==> config.mk <==
export PLATFORM = sky130hd
export DESIGN_NAME = ptr_sync_multi_flat
export DESIGN_NICKNAME = d
export VERILOG_FILES = /design/src/rtl/ptr_sync_pkg.sv /design/src/rtl/ptr_sync_multi_if.sv /design/src/rtl/ptr_sync_chan.sv /design/src/rtl/ptr_sync_multi.sv /design/src/flat_wrapper.sv
export SDC_FILE = /design/constraint.sdc
export NUM_CORES = 1
export LEC_CHECK = 0
export ABC_AREA = 1
export CAP_MARGIN = 10
export CORE_AREA = 2 2 39 41
export CTS_CLUSTER_DIAMETER = 120
export DETAILED_ROUTE_END_ITERATION = 10
export DIE_AREA = 0 0 41 43
export PLACE_DENSITY = 0.73
export REMOVE_ABC_BUFFERS = 1
export SYNTH_ARGS = -nofsm -noshare
export SYNTH_HDL_FRONTEND = slang
export SYNTH_HIERARCHICAL = 1
export SYNTH_SLANG_ARGS = --single-unit
==> constraint.sdc <==
create_clock -name W_CLK -period 3.66 [get_ports W_CLK]
set_clock_uncertainty 0.2 [all_clocks]
set_input_delay 0.732 -clock W_CLK [delete_from_list [all_inputs] [get_ports W_CLK]]
set_output_delay 0.732 -clock W_CLK [all_outputs]
set_load 0.01 [all_outputs]
==> src/rtl/ptr_sync_pkg.sv <==
// ptr_sync_pkg: shared limits and helpers for the multi-channel Gray pointer synchroniser.
package ptr_sync_pkg;
   localparam int MIN_STAGES = 2;
   localparam int MAX_STAGES = 4;
   localparam int MAX_CH     = 8;
   localparam int MAX_PW     = 32;
   // Narrower pointers are zero-extended; leading zeros do not disturb the decode.
   function automatic logic [MAX_PW-1:0] gray2bin(input logic [MAX_PW-1:0] g);
      logic [MAX_PW-1:0] b;
      b[MAX_PW-1] = g[MAX_PW-1];
      for (int i = MAX_PW-2; i >= 0; i--) b[i] = b[i+1] ^ g[i];
      return b;
   endfunction
   function automatic int unsigned popcount(input logic [MAX_PW-1:0] v);
      int unsigned n;
      n = 0;
      for (int i = 0; i < MAX_PW; i++) n = n + 32'(v[i]);
      return n;
   endfunction
endpackage

==> src/rtl/ptr_sync_multi_if.sv <==
// ptr_sync_multi_if: packed pointer buses between foreign-domain sources and the W_CLK-side synchroniser.
interface ptr_sync_multi_if #(parameter int N_CH = 1, parameter int PW = 4) ();
   logic [N_CH*PW-1:0] ASYNC_PTR;
   logic               ERR_CLR;
   logic [N_CH*PW-1:0] SYNC_GRAY;
   logic [N_CH*PW-1:0] SYNC_BIN;
   logic [N_CH-1:0]    PTR_UPD;
   logic [N_CH-1:0]    GRAY_ERR;
   modport master (output ASYNC_PTR, ERR_CLR, input SYNC_GRAY, SYNC_BIN, PTR_UPD, GRAY_ERR);
   modport slave  (input ASYNC_PTR, ERR_CLR, output SYNC_GRAY, SYNC_BIN, PTR_UPD, GRAY_ERR);
endinterface

==> src/rtl/ptr_sync_chan.sv <==
// ptr_sync_chan: one pointer channel - synchroniser chain, registered binary decode, change strobe and Gray checker.
module ptr_sync_chan
   import ptr_sync_pkg::*;
#(
   parameter int PW          = 4,
   parameter int SYNC_STAGES = 2,
   parameter int CHECK_GRAY  = 0
) (
   input  logic          W_CLK,
   input  logic          W_RST,
   input  logic          ERR_CLR,
   input  logic [PW-1:0] ASYNC_PTR,
   output logic [PW-1:0] SYNC_GRAY,
   output logic [PW-1:0] SYNC_BIN,
   output logic          PTR_UPD,
   output logic          GRAY_ERR
);
   if (SYNC_STAGES < MIN_STAGES || SYNC_STAGES > MAX_STAGES) begin : g_bad_stages
      $error("ptr_sync_chan: SYNC_STAGES out of range");
   end
   if (PW > MAX_PW) begin : g_bad_pw
      $error("ptr_sync_chan: pointer too wide");
   end
   (* ASYNC_REG = "TRUE" *) logic [PW-1:0] stage_q [SYNC_STAGES];
   logic [PW-1:0]     bin_d, bin_q, prev_gray;
   logic [MAX_PW-1:0] gray_w;
   logic              upd_d, upd_q, primed_d, primed_q, err_d, err_q, jump;
   assign SYNC_GRAY = stage_q[SYNC_STAGES-1];
   assign SYNC_BIN  = bin_q;
   assign PTR_UPD   = upd_q;
   assign GRAY_ERR  = err_q;
   // bin_q still holds the previous value, so its Gray re-encode is the previous synchronised pointer.
   always_comb begin
      gray_w    = MAX_PW'(SYNC_GRAY);
      bin_d     = PW'(gray2bin(gray_w));
      prev_gray = bin_q ^ (bin_q >> 1);
      upd_d     = bin_d != bin_q;
      jump      = popcount(MAX_PW'(SYNC_GRAY ^ prev_gray)) > 1;
      primed_d  = primed_q | upd_d;
      err_d     = (CHECK_GRAY != 0) && ((upd_d && primed_q && jump) || (err_q && !ERR_CLR));
   end
   always_ff @(posedge W_CLK or negedge W_RST) begin
      if (!W_RST) begin
         for (int k = 0; k < SYNC_STAGES; k++) stage_q[k] <= '0;
         bin_q    <= '0;
         upd_q    <= 1'b0;
         primed_q <= 1'b0;
         err_q    <= 1'b0;
      end else begin
         stage_q[0] <= ASYNC_PTR;
         for (int k = 1; k < SYNC_STAGES; k++) stage_q[k] <= stage_q[k-1];
         bin_q    <= bin_d;
         upd_q    <= upd_d;
         primed_q <= primed_d;
         err_q    <= err_d;
      end
   end
endmodule

==> src/rtl/ptr_sync_multi.sv <==
// ptr_sync_multi: N_CH independent Gray pointer synchronisers into W_CLK; this level only slices and packs buses.
module ptr_sync_multi
   import ptr_sync_pkg::*;
#(
   parameter int ADDRESS_BITS = 3,
   parameter int N_CH         = 1,
   parameter int SYNC_STAGES  = 2,
   parameter int CHECK_GRAY   = 0
) (
   input  logic          W_CLK,
   input  logic          W_RST,
   ptr_sync_multi_if.slave bus
);
   localparam int PW = ADDRESS_BITS + 1;
   if (N_CH < 1 || N_CH > MAX_CH) begin : g_bad_ch
      $error("ptr_sync_multi: N_CH out of range");
   end
   for (genvar c = 0; c < N_CH; c++) begin : g_ch
      ptr_sync_chan #(.PW(PW), .SYNC_STAGES(SYNC_STAGES), .CHECK_GRAY(CHECK_GRAY)) u_chan (
         .W_CLK     (W_CLK),
         .W_RST     (W_RST),
         .ERR_CLR   (bus.ERR_CLR),
         .ASYNC_PTR (bus.ASYNC_PTR[c*PW +: PW]),
         .SYNC_GRAY (bus.SYNC_GRAY[c*PW +: PW]),
         .SYNC_BIN  (bus.SYNC_BIN[c*PW +: PW]),
         .PTR_UPD   (bus.PTR_UPD[c]),
         .GRAY_ERR  (bus.GRAY_ERR[c])
      );
   end
endmodule

==> src/flat_wrapper.sv <==
// flat-port wrapper written by rule: the top's interface ports become plain ports
module ptr_sync_multi_flat import ptr_sync_pkg::*;
#(
   parameter int ADDRESS_BITS = 3,
   parameter int N_CH         = 1,
   parameter int SYNC_STAGES  = 2,
   parameter int CHECK_GRAY   = 0
)
  (W_CLK, W_RST, bus_ASYNC_PTR, bus_ERR_CLR, bus_SYNC_GRAY, bus_SYNC_BIN, bus_PTR_UPD, bus_GRAY_ERR);
  ptr_sync_multi_if #(.N_CH(N_CH), .PW(4)) bus_i ();
  input  logic W_CLK;
  input  logic W_RST;
  input wire logic [$bits(bus_i.ASYNC_PTR)-1:0] bus_ASYNC_PTR;
  input wire logic [$bits(bus_i.ERR_CLR)-1:0] bus_ERR_CLR;
  output wire logic [$bits(bus_i.SYNC_GRAY)-1:0] bus_SYNC_GRAY;
  output wire logic [$bits(bus_i.SYNC_BIN)-1:0] bus_SYNC_BIN;
  output wire logic [$bits(bus_i.PTR_UPD)-1:0] bus_PTR_UPD;
  output wire logic [$bits(bus_i.GRAY_ERR)-1:0] bus_GRAY_ERR;
  assign bus_i.ASYNC_PTR = bus_ASYNC_PTR;
  assign bus_i.ERR_CLR = bus_ERR_CLR;
  assign bus_SYNC_GRAY = bus_i.SYNC_GRAY;
  assign bus_SYNC_BIN = bus_i.SYNC_BIN;
  assign bus_PTR_UPD = bus_i.PTR_UPD;
  assign bus_GRAY_ERR = bus_i.GRAY_ERR;
  ptr_sync_multi #(.ADDRESS_BITS(ADDRESS_BITS), .N_CH(N_CH), .SYNC_STAGES(SYNC_STAGES), .CHECK_GRAY(CHECK_GRAY)) u_core (.W_CLK(W_CLK), .W_RST(W_RST), .bus(bus_i));
endmodule
==> results.yml <==
clock_tree:
  post_cts.repair.setup_buffers: 0
  clk_latency_ns: 0.27
  cts-root-buf: "clkbuf_4"
  cts_hold_buf: 0
  clock_path_buffers: 2
  cts-resized-gates: 0
  cts_tree: "built"
  cts_buffers: 3
  cts_num_sinks: 13
  cts.reportedPaths.clkPinSlew_ns: 0.08
  htreeDepth: 1
sta:
  tightestPinTransition_ns: 0.548
  setup_tns_ns: 0
  hold_viol: 0
  period_needed_ns: 2.25
  slew_headroom: 0.633
  slew_viol_final: 0
  finalCritPeriodShare: 0.616
  setup_violations: 0
  rsz0062_at_grt: "false"
  fmax_ghz: 0.444
  timing.final.ws_setup_ns: 1.41
die:
  die-area_um2: 1760
  die-height_um: 43
  core_um2: 1380
  start_util: 0.403
  fp.dieW_um: 41
  row_count: 14
  ioPinCount: 17
synthesis:
  synth-seq-area-share: 0.583
  postSynthAreaPerCell_um2: 10.5
  ys_warn_count: 6
  synthCells: 53
  synth_seq_cells: 13
  netlist_area_um2: 558
  ys_types: 13
route:
  final_antenna_net_count: 0
  drt_iter0_drc: 2
  drc: 0
  wl_um: 793
  vias: 369
  drtPass1Iterations: 6
  via_per_inst: 4.50
  wl_per_cell_um: 9.67
worst_hold_path:
  hold_path_depth: 0
  min_to: "u_core/g_ch[0].u_chan/SYNC_GRAY[1]"
  min_from: "u_core/g_ch[0].u_chan/stage_q[5]"
  hold_class: "flop to flop"
power:
  p_leak_nw: 0.345
  ir_drop_mv: 0.204
  power_density_nw_per_um2: 415
critical_path:
  path_cells: "clkdlybuf4s50_1"
  crit_arrival_ns: 1.32
  cp_max_fo: 6
  crit_slowest_cell: "clkdlybuf4s50_1"
  r2r_slack_ns: 2.27
  crit_family: "buffers and inverters"
  cpPeakStageDelay_ns: 0.58
  path_buf_inv: 1
  rr_worst_depth: 7
  critPathLaunchType: "flop"
  reg2reg_to: "u_core/g_ch[0].u_chan/PTR_UPD"
  worstReg2RegStart: "u_core/g_ch[0].u_chan/SYNC_GRAY[3]"
  end_kind: "output pin"
  required_ns: 2.73
  critPathKind: "flop to output pin"
cells_and_area:
  drive_above_1_share: 0.182
  area_growth_pct: 26.9
  num_antenna_cells: 0
  utilization: 0.512
  fin_nets: 74
job:
  drv_cap: 0
global_routing:
  antenna_found_initial: 0
  grt_overflow_total: 0
  grt_first_pass_wirelength_mm: 1.41
  grt_pass1_vias: 381
  grt.total_usage: 0.127
  grt_max_degree: 14
place:
  hpwl_um: 642
  post-place-ws_ns: 1.70
  portBuffers: 14
  place_congestion: 0.671
status:
  status: "completed"
-- cell type report --
cell class | instances | area [µm²]
clock buffer | 3 | 22.5
clock inverter | 1 | 5.00
fill | 136 | 676
inverter | 7 | 26.3
multi-input combinational | 28 | 169
sequential | 13 | 325
tap | 16 | 20.0
timing repair buffer | 14 | 140
-- layer usage --
layer  part of all wire  vias up  GRT usage  wire, µm
met4              0.024        0      0.100        19
met1               0.39      169      0.124       312
met3              0.081        2     0.0471        64
met2               0.50       16      0.200       396
li1                   -      182          -         -
met5                  0        -          0         0
-- sequential cells by signal (all words and copies together), names as in the netlist --
name,flops
u_core/g_ch.u_chan/PTR_UPD,1
u_core/g_ch.u_chan/SYNC_GRAY,4
u_core/g_ch.u_chan/SYNC_BIN,4
u_core/g_ch.u_chan/stage_q,4
-- where the power goes --
| group | internal (mW) | total [mW] | switching [mW] |
|---|---|---|---|
| combinational | 0.0256 | 0.0493 | 0.0237 |
| sequential | 0.152 | 0.159 | 0.00651 |
| clock | 0.0405 | 0.0856 | 0.0451 |
| total | 0.219 | 0.294 | 0.0753 |
-- stage by stage --
stage / instance area [µm²] / hold slack (ns) / power, mW / instances
after floorplan: 520 / 0.131 / 0.187 / 48
after global placement: 681 / 0.133 / 0.210 / 78
after detailed placement: 681 / 0.137 / 0.212 / 78
after CTS: 708 / 0.160 / 0.301 / 82
after global routing: 708 / 0.162 / 0.311 / 82
final: 708 / 0.155 / 0.294 / 82
-- cells in the mapped netlist (all sizes together) --
| master | number | area [µm²] |
|---|---|---|
| inv | 7 | 26.3 |
| nand2 | 13 | 81.3 |
| xnor2 | 1 | 8.76 |
| dfrtp | 13 | 325 |
| or2 | 1 | 6.26 |
| conb | 1 | 3.75 |
| nand3 | 11 | 65.1 |
| buf | 5 | 37.5 |
| nor2 | 1 | 3.75 |
-- logic make-up (layout without fill, tap and decap cells) --
family / Yosys count / in the layout / share of synthesized area
xor+xnor: 1 / 1 / 0.0157
buf+inv: 12 / 25 / 0.114
flops: 13 / 13 / 0.583
other cells: 1 / 1 / 0.00672
simple gates: 26 / 26 / 0.280
-- how the worst max path moves through the flow --
stage                                            start          endpoint  slack [ns]  depth (start not counted)
global route        u_core/g_ch[0].u_chan/SYNC_GRAY[3]  bus_SYNC_GRAY[3]        1.32                          1
floorplan           u_core/g_ch[0].u_chan/SYNC_GRAY[3]  bus_SYNC_GRAY[3]        2.27                          0
global placement    u_core/g_ch[0].u_chan/SYNC_GRAY[3]  bus_SYNC_GRAY[3]        1.72                          1
finish              u_core/g_ch[0].u_chan/SYNC_GRAY[3]  bus_SYNC_GRAY[3]        1.41                          1
CTS                 u_core/g_ch[0].u_chan/SYNC_GRAY[3]  bus_SYNC_GRAY[3]        1.39                          1
detailed placement  u_core/g_ch[0].u_chan/SYNC_GRAY[3]  bus_SYNC_GRAY[3]        1.70                          1
-- layout by cell type (no fill, tap or decap) --
cell type	n
nand3_1	9
nand2_1	8
clkinv_2	1
or2_0	1
clkdlybuf4s50_1	14
inv_2	1
nor2_1	1
nand3_2	2
nand2_4	4
clkbuf_4	3
nand2_2	1
xnor2_1	1
dfrtp_1	13
conb_1	1
inv_1	6
(Power assumes the default switching activity.)
